`src/rtl/triad_decoder_bank_pkg.sv`:
```
`default_nettype none
// +-----------------------------------------------------------------------------+
// | Package   : triad_pkg                                                       |
// | Purpose   : Shared types and constants for the triad decoder bank:          |
// |             framing FSM encoding, triad geometry, skip counter width and    |
// |             the halfstrip one-hot helper.                                    |
// | Revision  : 1.0  initial release                                             |
// +-----------------------------------------------------------------------------+
package triad_pkg;

  typedef enum logic [1:0] {
    ST_IDLE = 2'd0,
    ST_B1   = 2'd1,
    ST_B0   = 2'd2
  } triad_state_t;

  localparam int TRIAD_LEN    = 3;
  localparam int HS_PER_TRIAD = 4;
  localparam int SKIP_CNT_W   = 8;

  // Halfstrip index {b1,b0} selects one of four halfstrips of a distrip.
  function automatic logic [HS_PER_TRIAD-1:0] hs_onehot(input logic b1, input logic b0);
    return {{(HS_PER_TRIAD-1){1'b0}}, 1'b1} << {b1, b0};
  endfunction

endpackage
`default_nettype wire

```
`src/rtl/triad_decoder_bank_if.sv`:
```
`default_nettype none
// +-----------------------------------------------------------------------------+
// | Interface : triad_decoder_bank_if                                           |
// | Purpose   : Bundles the triad inputs, comparison controls and decoded       |
// |             halfstrip / error readback of the triad decoder bank.           |
// |             master = stimulus/register side, slave = decoder bank.          |
// | Revision  : 1.0  initial release                                             |
// +-----------------------------------------------------------------------------+
interface triad_decoder_bank_if
  import triad_pkg::*;
#(
  parameter int NCH       = 8,
  parameter int PERSIST_W = 4,
  parameter int CNT_W     = 32
);
  logic [NCH-1:0]              triad;
  logic [PERSIST_W-1:0]        persist;
  logic                        compare_en;
  logic [HS_PER_TRIAD*NCH-1:0] hs_expect;
  logic                        errcnt_rst;
  logic                        latch_clr;
  logic [HS_PER_TRIAD*NCH-1:0] halfstrips;
  logic [HS_PER_TRIAD*NCH-1:0] hs_latched;
  logic [NCH-1:0]              triad_skip;
  logic                        skip_any;
  logic [CNT_W-1:0]            errcnt;
  logic [SKIP_CNT_W*NCH-1:0]   skip_cnt;

  modport master (
    output triad, persist, compare_en, hs_expect, errcnt_rst, latch_clr,
    input  halfstrips, hs_latched, triad_skip, skip_any, errcnt, skip_cnt
  );

  modport slave (
    input  triad, persist, compare_en, hs_expect, errcnt_rst, latch_clr,
    output halfstrips, hs_latched, triad_skip, skip_any, errcnt, skip_cnt
  );
endinterface
`default_nettype wire

```
`src/rtl/triad_decoder_bank_chan.sv`:
```
`default_nettype none
// +-----------------------------------------------------------------------------+
// | Module    : triad_chan                                                      |
// | Purpose   : One distrip channel: 3-clock triad framing, one-hot halfstrip   |
// |             pattern with persist+1 hold, drop/skip pulse.                   |
// |             TRIAD_SKIP_CNT_EN adds an 8-bit saturating skip counter.        |
// | Revision  : 1.0  initial release                                             |
// +-----------------------------------------------------------------------------+
module triad_chan
  import triad_pkg::*;
#(
  parameter int PERSIST_W = 4
) (
  input  wire logic                    clk,
  input  wire logic                    reset,
  input  wire logic                    i_triad,
  input  wire logic [PERSIST_W-1:0]    i_persist,
  input  wire logic                    i_errcnt_rst,
  output logic      [HS_PER_TRIAD-1:0] o_hs,
  output logic                         o_skip,
  output logic      [SKIP_CNT_W-1:0]   o_skip_cnt
);

  triad_state_t              r_state;
  logic                      r_b1;
  logic [PERSIST_W-1:0]      r_cnt;
  logic                      r_active;
  logic [HS_PER_TRIAD-1:0]   r_hs;
  logic                      r_skip;

  logic w_done;
  logic w_accept;
  logic w_drop;

  // A triad completes in B0; it is taken when the hold is idle or on its last clock.
  assign w_done   = (r_state == ST_B0);
  assign w_accept = w_done && (!r_active || (r_cnt == '0));
  assign w_drop   = w_done && !w_accept;

  // Framing FSM, hold counter and registered pattern/skip outputs.
  always_ff @(posedge clk or posedge reset) begin
    if (reset) begin
      r_state  <= ST_IDLE;
      r_b1     <= 1'b0;
      r_cnt    <= '0;
      r_active <= 1'b0;
      r_hs     <= '0;
      r_skip   <= 1'b0;
    end else begin
      case (r_state)
        ST_IDLE: if (i_triad) r_state <= ST_B1;
        ST_B1: begin
          r_b1    <= i_triad;
          r_state <= ST_B0;
        end
        ST_B0:   r_state <= ST_IDLE;
        default: r_state <= ST_IDLE;
      endcase

      r_skip <= w_drop;

      if (w_accept) begin
        r_hs     <= hs_onehot(r_b1, i_triad);
        r_cnt    <= i_persist;
        r_active <= 1'b1;
      end else if (r_active) begin
        if (r_cnt == '0) begin
          r_active <= 1'b0;
          r_hs     <= '0;
        end else begin
          r_cnt <= r_cnt - 1'b1;
        end
      end
    end
  end

  assign o_hs   = r_hs;
  assign o_skip = r_skip;

`ifdef TRIAD_SKIP_CNT_EN
  logic [SKIP_CNT_W-1:0] r_skip_cnt;

  // Saturating count of dropped triads; the counter clear wins over a same-cycle drop.
  always_ff @(posedge clk or posedge reset) begin
    if (reset) begin
      r_skip_cnt <= '0;
    end else if (i_errcnt_rst) begin
      r_skip_cnt <= '0;
    end else if (w_drop && (r_skip_cnt != {SKIP_CNT_W{1'b1}})) begin
      r_skip_cnt <= r_skip_cnt + 1'b1;
    end
  end

  assign o_skip_cnt = r_skip_cnt;
`else
  logic w_unused_errcnt_rst;
  assign w_unused_errcnt_rst = i_errcnt_rst;
  assign o_skip_cnt          = '0;
`endif

endmodule
`default_nettype wire

```
`src/rtl/triad_decoder_bank.sv`:
```
`default_nettype none
// +-----------------------------------------------------------------------------+
// | Module    : triad_decoder_bank                                              |
// | Purpose   : Bank of NCH triad decoders with sticky halfstrip latch,         |
// |             registered skip summary and saturating mismatch counter.        |
// |             TRIAD_SKIP_CNT_EN enables per-channel skip counters; otherwise  |
// |             skip_cnt reads as zero.                                         |
// | Revision  : 1.0  initial release                                             |
// +-----------------------------------------------------------------------------+
module triad_decoder_bank
  import triad_pkg::*;
#(
  parameter int NCH       = 8,
  parameter int PERSIST_W = 4,
  parameter int CNT_W     = 32
) (
  input  wire logic       clk,
  input  wire logic       reset,
  triad_decoder_bank_if.slave bus
);

  localparam int c_HS_W = HS_PER_TRIAD * NCH;

  logic [c_HS_W-1:0]          w_hs;
  logic [NCH-1:0]             w_skip;
  logic [SKIP_CNT_W*NCH-1:0]  w_skip_cnt;

  logic [c_HS_W-1:0]          r_latched;
  logic                       r_skip_any;
  logic [CNT_W-1:0]           r_errcnt;

  for (genvar c = 0; c < NCH; c++) begin : g_chan
    triad_chan #(
      .PERSIST_W (PERSIST_W)
    ) u_chan (
      .clk          (clk),
      .reset        (reset),
      .i_triad      (bus.triad[c]),
      .i_persist    (bus.persist),
      .i_errcnt_rst (bus.errcnt_rst),
      .o_hs         (w_hs[HS_PER_TRIAD*c +: HS_PER_TRIAD]),
      .o_skip       (w_skip[c]),
      .o_skip_cnt   (w_skip_cnt[SKIP_CNT_W*c +: SKIP_CNT_W])
    );
  end

  // Sticky halfstrip latch (clear wins) and one-clock-late skip summary.
  always_ff @(posedge clk or posedge reset) begin
    if (reset) begin
      r_latched  <= '0;
      r_skip_any <= 1'b0;
    end else begin
      r_latched  <= bus.latch_clr ? '0 : (r_latched | w_hs);
      r_skip_any <= |w_skip;
    end
  end

  // Saturating mismatch counter; the counter clear wins over a same-cycle mismatch.
  always_ff @(posedge clk or posedge reset) begin
    if (reset) begin
      r_errcnt <= '0;
    end else if (bus.errcnt_rst) begin
      r_errcnt <= '0;
    end else if (bus.compare_en && (w_hs != bus.hs_expect) &&
                 (r_errcnt != {CNT_W{1'b1}})) begin
      r_errcnt <= r_errcnt + 1'b1;
    end
  end

  assign bus.halfstrips = w_hs;
  assign bus.hs_latched = r_latched;
  assign bus.triad_skip = w_skip;
  assign bus.skip_any   = r_skip_any;
  assign bus.errcnt     = r_errcnt;
  assign bus.skip_cnt   = w_skip_cnt;

endmodule
`default_nettype wire

```
`src/flat_wrapper.sv`:
```
// flat-port wrapper written by rule: the top's interface ports become plain ports
module triad_decoder_bank_flat import triad_pkg::*;
#(
  parameter int NCH       = 8,
  parameter int PERSIST_W = 4,
  parameter int CNT_W     = 32
)
  (clk, reset, bus_triad, bus_persist, bus_compare_en, bus_hs_expect, bus_errcnt_rst, bus_latch_clr, bus_halfstrips, bus_hs_latched, bus_triad_skip, bus_skip_any, bus_errcnt, bus_skip_cnt);
  triad_decoder_bank_if #(.NCH(NCH), .PERSIST_W(PERSIST_W), .CNT_W(CNT_W)) bus_i ();
  input  wire logic clk;
  input  wire logic reset;
  input wire logic [$bits(bus_i.triad)-1:0] bus_triad;
  input wire logic [$bits(bus_i.persist)-1:0] bus_persist;
  input wire logic [$bits(bus_i.compare_en)-1:0] bus_compare_en;
  input wire logic [$bits(bus_i.hs_expect)-1:0] bus_hs_expect;
  input wire logic [$bits(bus_i.errcnt_rst)-1:0] bus_errcnt_rst;
  input wire logic [$bits(bus_i.latch_clr)-1:0] bus_latch_clr;
  output wire logic [$bits(bus_i.halfstrips)-1:0] bus_halfstrips;
  output wire logic [$bits(bus_i.hs_latched)-1:0] bus_hs_latched;
  output wire logic [$bits(bus_i.triad_skip)-1:0] bus_triad_skip;
  output wire logic [$bits(bus_i.skip_any)-1:0] bus_skip_any;
  output wire logic [$bits(bus_i.errcnt)-1:0] bus_errcnt;
  output wire logic [$bits(bus_i.skip_cnt)-1:0] bus_skip_cnt;
  assign bus_i.triad = bus_triad;
  assign bus_i.persist = bus_persist;
  assign bus_i.compare_en = bus_compare_en;
  assign bus_i.hs_expect = bus_hs_expect;
  assign bus_i.errcnt_rst = bus_errcnt_rst;
  assign bus_i.latch_clr = bus_latch_clr;
  assign bus_halfstrips = bus_i.halfstrips;
  assign bus_hs_latched = bus_i.hs_latched;
  assign bus_triad_skip = bus_i.triad_skip;
  assign bus_skip_any = bus_i.skip_any;
  assign bus_errcnt = bus_i.errcnt;
  assign bus_skip_cnt = bus_i.skip_cnt;
  triad_decoder_bank #(.NCH(NCH), .PERSIST_W(PERSIST_W), .CNT_W(CNT_W)) u_core (.clk(clk), .reset(reset), .bus(bus_i));
endmodule
```
`config.mk`:
```
export PLATFORM = sky130hd
export DESIGN_NAME = triad_decoder_bank_flat
export DESIGN_NICKNAME = d
export VERILOG_FILES = /design/src/rtl/triad_decoder_bank_pkg.sv /design/src/rtl/triad_decoder_bank_if.sv /design/src/rtl/triad_decoder_bank_chan.sv /design/src/rtl/triad_decoder_bank.sv /design/src/flat_wrapper.sv
export SDC_FILE = /design/constraint.sdc
export NUM_CORES = 1
export LEC_CHECK = 0
export CORE_ASPECT_RATIO = 0.7
export CORE_UTILIZATION = 35
export CTS_BUF_LIST = sky130_fd_sc_hd__clkbuf_16
export CTS_CLUSTER_DIAMETER = 150
export CTS_CLUSTER_SIZE = 30
export DETAILED_ROUTE_END_ITERATION = 12
export PLACE_DENSITY_LB_ADDON = 0.1
export SLEW_MARGIN = 20
export SYNTH_ARGS = -nofsm -noshare
export SYNTH_HDL_FRONTEND = slang
export SYNTH_SLANG_ARGS = --single-unit
```
`constraint.sdc`:
```
create_clock -name clk -period 5.4 [get_ports clk]
set_input_delay 0.81 -clock clk [delete_from_list [all_inputs] [get_ports clk]]
set_output_delay 0.81 -clock clk [all_outputs]
set_load 0.01 [all_outputs]
```
==> results.md, run 1 <==
* Pwr Density at 437.1 nW/um^2
* Area Growth Syn to Fin at 25.05%
* IO buf count at 153
* Vias at roughly 6300
* Antenna-violating nets left at 0
* Largest cells by area after synthesis: dfrtp_1 (51%), buf_4 (6.5%), nor2_1 (4.6%), nand2_1 (3.5%), xor2_1 (3.3%)
* Remaining DRCs at 0
* Compound-Gate Fraction of Synth Area at 0.1053
* Storage cell area at ~4200 um^2
* Initial antenna violation count at 0
* Pin count of the biggest net entering global routing at between 100 and 150
* Setup bufs post-CTS at 0
* Die Height at between 100 and 150 um
* Setup crit end: u_core.bus.errcnt[29]$_DFFE_PP0P_
* CTS sink cnt at ~170
* Number of diodes at 0
* Final-layout fill cell count at around 2200
* Crit path launch type: input pin
* Worst-case clock buffer depth at 2
* # hold bufs at CTS at 0
* Fin nets at 1052
* Synthesized-area fraction occupied by adder cells at 0.01346
* Final Max Slew Viols at 0
* Post-cts repair resize count at 0
* Layout cells sized above 1 at 0.05760
* Worst hold stages at 1
* CTS tree: done
* Post-synthesis sequential area ratio at 0.5054
* Core area at around 23000 um^2
* Reg2Reg Capture Point: u_core.bus.errcnt[29]$_DFFE_PP0P_
* Ys Warns at 0
* Final wirelength at approximately 21 mm
* Post-Synth XOR/XNOR Area at 0.04919
* Kind of critical path: in2reg
* Footprint of the multi-input gates at ~3600 um^2
* Worst slew pin tran at 0.9615 ns
* Vias in the first global route at around 5800
* Max_slew headroom at 0.3590
* Worst VDD drop at about 250 uV
* Final hold violations at 0
* RSZ-0062 raised after global routing: false
* Max Cap Viol at 0
* Final min period at about 3.6 ns
* Max Clock Skew at about 0.010 ns
* Total GRT Usage at 0.1735
* # H-tree levels at 4
* Die area at 24540 um^2
* Dpl cell area at a little under 10000 um^2
* Setup Viol. Count Final at 0
* Root Driver: clkbuf_16
* Drt initial violations at roughly 410
* Mux contribution to synthesized area at 0.03170
* Area share of and/or/nand/nor cells after synthesis at 0.1993
* Worst setup margin at approximately 1.8 ns
* RR Startpoint: u_core.g_chan[6].u_chan.o_hs[2]$_DFFE_PP0P_
* CP Launch Point: bus_hs_expect[26]
* Synth Flop Type: dfrtp_1
* Syn_area_per_cell at between 9 and 10 um^2
* Starting density of the core at 0.3635
* Part of the cycle the worst path needs at 0.6575
* Tightest Hold Check Type: reg2reg
* Worst reg2reg path depth at 8
* Commonest non-fill, non-tap cell in the layout: dfrtp_1
* Mapped cell area at roughly 8400 um^2
* Total power at 4.574 mW
* Share of Yosys cell area claimed by the top area cell type at 0.5054
* Crit path DAT at a little under 4 ns
* Lkg Pwr at between 4 and 5 nW
* Die Span X at between 150 and 200 um
* DP HPWL at 14.95 mm
* # IOs at approximately 220
* First-pass GRT wire length at roughly 33 mm
* Clock Pin Slew Worst Setup and Hold Paths at about 0.070 ns
* GRT overflow at 0
* Latest clock arrival within the worst-skew pair at ~0.43 ns
* Finished Cell Area at 10460 um^2
* Main combinational cell family by area after synthesis: simple AND/OR/NAND/NOR gates
* Vias per inst at 4.745
* Number of synthesized flops with an enable pin at 0
* Routed WL per cell at 15.76 um
* #FFs+latches synth at 169
* Req. time, crit path at ~5.7 ns
* Asr flop ratio synth at 1.000
* Mapped Cells at approximately 850
* Outcome: complete, no violations
* Routability cong. at between 0.7 and 0.8
* CP max FO at 20
* CP endpoint kind: flop
* Setup slack, reg-to-reg at ~2.1 ns
* Most frequent cells in the layout: dfrtp_1 (169), clkdlybuf4s50_1 (153), nor2_1 (103)
* Setup tns final at 0 ns
* TritonCTS buffer count at 17
* Dpl ws at roughly 1.3 ns
* Fmax achieved at around 0.28 GHz
* Pre-antenna DRT Iters at 4
* Row count at 46
* Yosys top cell by area: dfrtp_1
* Synth unique cells at 63
==> final cells by class <==
type | count | area share
multi-input cells | 612 | 0.3420
flip-flops and latches | 169 | 0.4042
repair buffers | 160 | 0.1526
well taps | 312 | 0.03731
clock buffers | 17 | 0.04066
clock inverters | 15 | 0.01064
inverters | 34 | 0.01267
==> synth_stat cells (3+ instances only) <==
cell type,number
nand3_1,37
or4_1,4
nor2_1,103
mux2i_1,16
nor2b_1,17
o21ai_0,36
nand2_1,79
nand2b_1,16
ha_1,9
buf_4,72
o211ai_1,11
nor4b_1,5
xor2_1,32
dfrtp_1,169
a21oi_1,29
o31ai_1,22
nor3b_1,9
inv_1,34
nand4_1,9
and3_1,3
nor3_1,6
a21o_1,7
or3_1,6
a22o_1,3
a22oi_1,6
a32oi_1,3
clkbuf_1,25
nor4_1,17
mux2_2,8
xnor2_1,15
o21ai_1,8
==> cell families after synthesis <==
kind of cell	count (synthesis)
flip-flops	169
adder cells (fa/ha/maj)	9
other	1
multiplexers	25
AND/OR/NAND/NOR	329
buffers and inverters	136
XOR/XNOR	47
AO/OA/AOI/OAI	138
==> report_power, final <==
part	internal, mW	total (mW)	switching (mW)
clock network	0.625	1.13	0.506
registers	1.61	1.94	0.338
logic	0.731	1.50	0.768
total	2.96	4.57	1.61
==> stage by stage <==
step	hold slack [ns]	cells	utilization
finish	0.4697	1319	0.4545
global placement	0.4593	1287	0.4312
floorplan	0.4361	917	-
global route	0.4837	1319	0.4545
detailed placement	0.4586	1287	0.4312
CTS	0.4706	1319	0.4545
==> registers in the layout, summed over array words and instances, names as in the netlist <==
register,cells
u_core.bus.skip_any,1
u_core.bus.hs_latched,32
u_core.g_chan.u_chan.r_cnt,32
u_core.g_chan.u_chan.r_b1,8
u_core.g_chan.u_chan.o_hs,32
u_core.g_chan.u_chan.r_state,16
u_core.g_chan.u_chan.o_skip,8
u_core.bus.errcnt,32
u_core.g_chan.u_chan.r_active,8
==> critical path: stages <==
cell             delay [ns]
clkdlybuf4s50_1        0.42
xor2_1                 0.15
nor4_1                 0.71
nand4_1                0.28
o21ai_1                0.20
buf_4                  0.24
or2_1                  0.59
nor4_2                 0.13
mux2_4                 0.32
==> per-layer routing <==
metal,share of wire,track usage
met5,0,0
met4,0.0062,0.04098
met3,0.055,0.04354
met2,0.41,0.2382
met1,0.53,0.2679
==> worst min path at each step <==
stage                                              startpoint                                        endpoint  slack (ns)
4_1_cts        u_core.g_chan[2].u_chan.r_state[0]$_DFFE_PP0P_  u_core.g_chan[2].u_chan.r_state[0]$_DFFE_PP0P_        0.47
2_1_floorplan  u_core.g_chan[0].u_chan.r_state[0]$_DFFE_PP0P_  u_core.g_chan[0].u_chan.r_state[0]$_DFFE_PP0P_        0.44
5_1_grt        u_core.g_chan[3].u_chan.r_state[0]$_DFFE_PP0P_  u_core.g_chan[3].u_chan.r_state[0]$_DFFE_PP0P_        0.48
3_5_place_dp   u_core.g_chan[5].u_chan.r_state[0]$_DFFE_PP0P_  u_core.g_chan[5].u_chan.r_state[0]$_DFFE_PP0P_        0.46
6_report       u_core.g_chan[0].u_chan.r_state[0]$_DFFE_PP0P_  u_core.g_chan[0].u_chan.r_state[0]$_DFFE_PP0P_        0.47
3_3_place_gp   u_core.g_chan[3].u_chan.r_state[0]$_DFFE_PP0P_  u_core.g_chan[3].u_chan.r_state[0]$_DFFE_PP0P_        0.46
Note: power is estimated with default switching activity, not from simulation.
==> run 2: changes to the inputs <==
==> constraint.sdc (replaced) <==
create_clock -name clk -period 3.3 [get_ports clk]
set_input_delay 0.495 -clock clk [delete_from_list [all_inputs] [get_ports clk]]
set_output_delay 0.495 -clock clk [all_outputs]
set_load 0.01 [all_outputs]
==> results.md, run 2 (synthesis results as in run 1) <==
* Fin nets at 1062 (+0.95%)
* Vias at 6281 (+0.35%)
* Post-cts repair resize count at 0 (unchanged)
* DP HPWL at 15.50 mm (+3.7%)
* Req. time, crit path at 3.62 ns (-2.09 ns)
* Worst VDD drop at 368.3 uV (+48%)
* Kind of critical path: reg2reg
* Remaining DRCs at 0 (unchanged)
* Final wirelength at 21.24 mm (+2.1%)
* Pwr Density at 719.5 nW/um^2 (+65%)
* Root Driver: clkbuf_16
* Final-layout fill cell count at 2211 (+0.14%)
* Fmax achieved at 0.3437 GHz
* Clock Pin Slew Worst Setup and Hold Paths at 0.07 ns (about the same)
* Max Cap Viol at 0 (unchanged)
* Vias per inst at 4.726 (-0.40%)
* Pre-antenna DRT Iters at 5 (+1)
* Routed WL per cell at 15.98 um (+1.4%)
* Worst path most repeated cell: nor4_1
* Worst slew pin tran at 0.8188 ns (-0.1427 ns)
* Area Growth Syn to Fin at 26.69%
* Starting density of the core at 0.3635 (unchanged)
* CTS tree: done
* Internal power at 4.959 mW (+67%)
* Max_slew headroom at 0.4491 (+0.09008)
* Antenna-violating nets left at 0 (unchanged)
* Part of the cycle the worst path needs at 0.8816
* Number of diodes at 0 (unchanged)
* Die area at 24540 um^2 (unchanged)
* Total GRT Usage at 0.1780 (+0.004516)
* Commonest non-fill, non-tap cell in the layout: dfrtp_1
* Bufs and invs on worst path at 2 (unchanged)
* Hold WS at 0.4636 ns (-0.006031 ns)
* CTS sink cnt at 169 (unchanged)
* Placed instance count at 1297 (+0.78%)
* Sw Share at 0.3499 (-0.002467)
* Cells along the critical path: xor2_1, nor4_1, nand4_1, o21ai_1, buf_12, or2_1, buf_4, nor4_1, o21ba_1
* Lkg Pwr at 4.715 nW (+1.7%)
* Critical Path Max Stage Delay at 0.73 ns (+0.02 ns)
* Setup bufs post-CTS at 0 (unchanged)
* Crit path DAT at 3.23 ns (-0.63 ns)
* Initial antenna violation count at 0 (unchanged)
* Core area at 23020 um^2 (unchanged)
* Comb pwr share at 0.327 (about the same)
* First-pass GRT wire length at 33.96 mm (+2.2%)
* Pin count of the biggest net entering global routing at 56 (-47%)
* Most frequent cells in the layout: dfrtp_1 (169), clkdlybuf4s50_1 (153), nor2_1 (103)
* Vias in the first global route at 5825 (+0.71%)
* CP max FO at 16 (-20%)
* Setup tns final at 0 ns (unchanged)
* Slowest stage cell, crit path: nor4_1
* Final hold violations at 0 (unchanged)
* Tightest Hold Check Type: reg2reg
* Die Height at 131.4 um (unchanged)
* Crit path max-delay family: simple AND/OR/NAND/NOR gates
* Layout cells sized above 1 at 0.06686 (+0.009267)
* # IOs at 218 (unchanged)
* # H-tree levels at 4 (unchanged)
* TritonCTS buffer count at 17 (unchanged)
* Row count at 46 (unchanged)
* Final Max Slew Viols at 0 (unchanged)
* GRT overflow at 0 (unchanged)
* Setup Viol. Count Final at 0 (unchanged)
* Worst-case clock buffer depth at 2 (unchanged)
* Outcome: complete, no violations
* Max Clock Skew at 0.01265 ns (+0.002295 ns)
* Latest clock arrival within the worst-skew pair at 0.43 ns (about the same)
* CP endpoint kind: flop
* Sequential Power Share at 0.418 (-0.007)
* Die Span X at 186.8 um (unchanged)
* Drt initial violations at 383 (-7.0%)
* IO buf count at 153 (unchanged)
* Crit path launch type: flop
* NetSw at 2.669 mW (+66%)
* Clock power frac at 0.255 (+0.008)
* RSZ-0062 raised after global routing: false
* Final min period at 2.909 ns
* Routability cong. at 0.8040 (+3.8%)
* Post-route insts no fill at 1329 (+0.76%)
* # hold bufs at CTS at 0 (unchanged)
run 2: final timing paths:
| path | depth (start not counted) | to | startpoint | slack (ns) |
|---|---|---|---|---|
| max | 9 | u_core.bus.errcnt[5]$_DFFE_PP0P_ | u_core.g_chan[6].u_chan.o_hs[2]$_DFFE_PP0P_ | 0.39 |
| min | 1 | u_core.g_chan[3].u_chan.r_state[0]$_DFFE_PP0P_ | u_core.g_chan[3].u_chan.r_state[0]$_DFFE_PP0P_ | 0.46 |
| max reg2reg | 9 | u_core.bus.errcnt[5]$_DFFE_PP0P_ | u_core.g_chan[6].u_chan.o_hs[2]$_DFFE_PP0P_ | 0.39 |
| min reg2reg | 1 | u_core.g_chan[3].u_chan.r_state[0]$_DFFE_PP0P_ | u_core.g_chan[3].u_chan.r_state[0]$_DFFE_PP0P_ | 0.46 |
| max in group asynchronous | 3 | u_core.bus.hs_latched[19]$_DFF_PP0_ | reset | 2.03 |
| min in group asynchronous | 2 | u_core.bus.errcnt[22]$_DFFE_PP0P_ | reset | 0.54 |
run 2: through the flow:
stage / utilization / power (mW) / setup WS, ns / cell area [um^2]
after floorplan: - / 4.710 / 0.6503 / 8608
after global placement: 0.4360 / 5.713 / -0.1877 / 10040
after detailed placement: 0.4360 / 5.735 / -0.1661 / 10040
after CTS: 0.4605 / 7.712 / 0.2840 / 10600
after global routing: 0.4605 / 8.169 / 0.1945 / 10600
final: 0.4605 / 7.627 / 0.3908 / 10600
run 2: cell type report:
class                      instances  area, um^2  share of cell area
clock buffer                      17       425.4             0.04013
inverter                          34       131.4             0.01239
multi-input combinational        612        3578              0.3375
tap                              312       390.4             0.03682
timing repair buffer             170        1709              0.1612
clock inverter                    15       137.6             0.01298
sequential                       169        4229              0.3989
run 2: worst reg2reg max path, cell delays in order (launching register included):
cell     delay (ns)
dfrtp_1        0.45
xor2_1         0.19
nor4_1         0.73
nand4_1        0.32
o21ai_1        0.31
buf_12         0.19
or2_1          0.16
buf_4          0.20
nor4_1         0.08
o21ba_1        0.18
run 2: power by group through the flow:
stage	registers [mW]	logic (mW)	clock network, mW
global placement	3.22	2.49	0
detailed placement	3.22	2.52	0
finish	3.19	2.50	1.94
CTS	3.19	2.53	2.00
floorplan	3.14	1.57	0
global route	3.28	2.81	2.07
run 2: per-layer routing:
| metal | vias up | GRT usage | wire length, um |
|---|---|---|---|
| met5 | - | 0 | 0 |
| met4 | 0 | 0.04781 | 142 |
| met3 | 11 | 0.03953 | 1039 |
| met2 | 167 | 0.2450 | 8742 |
| met1 | 3000 | 0.2756 | 11310 |
| li1 | 3103 | - | - |
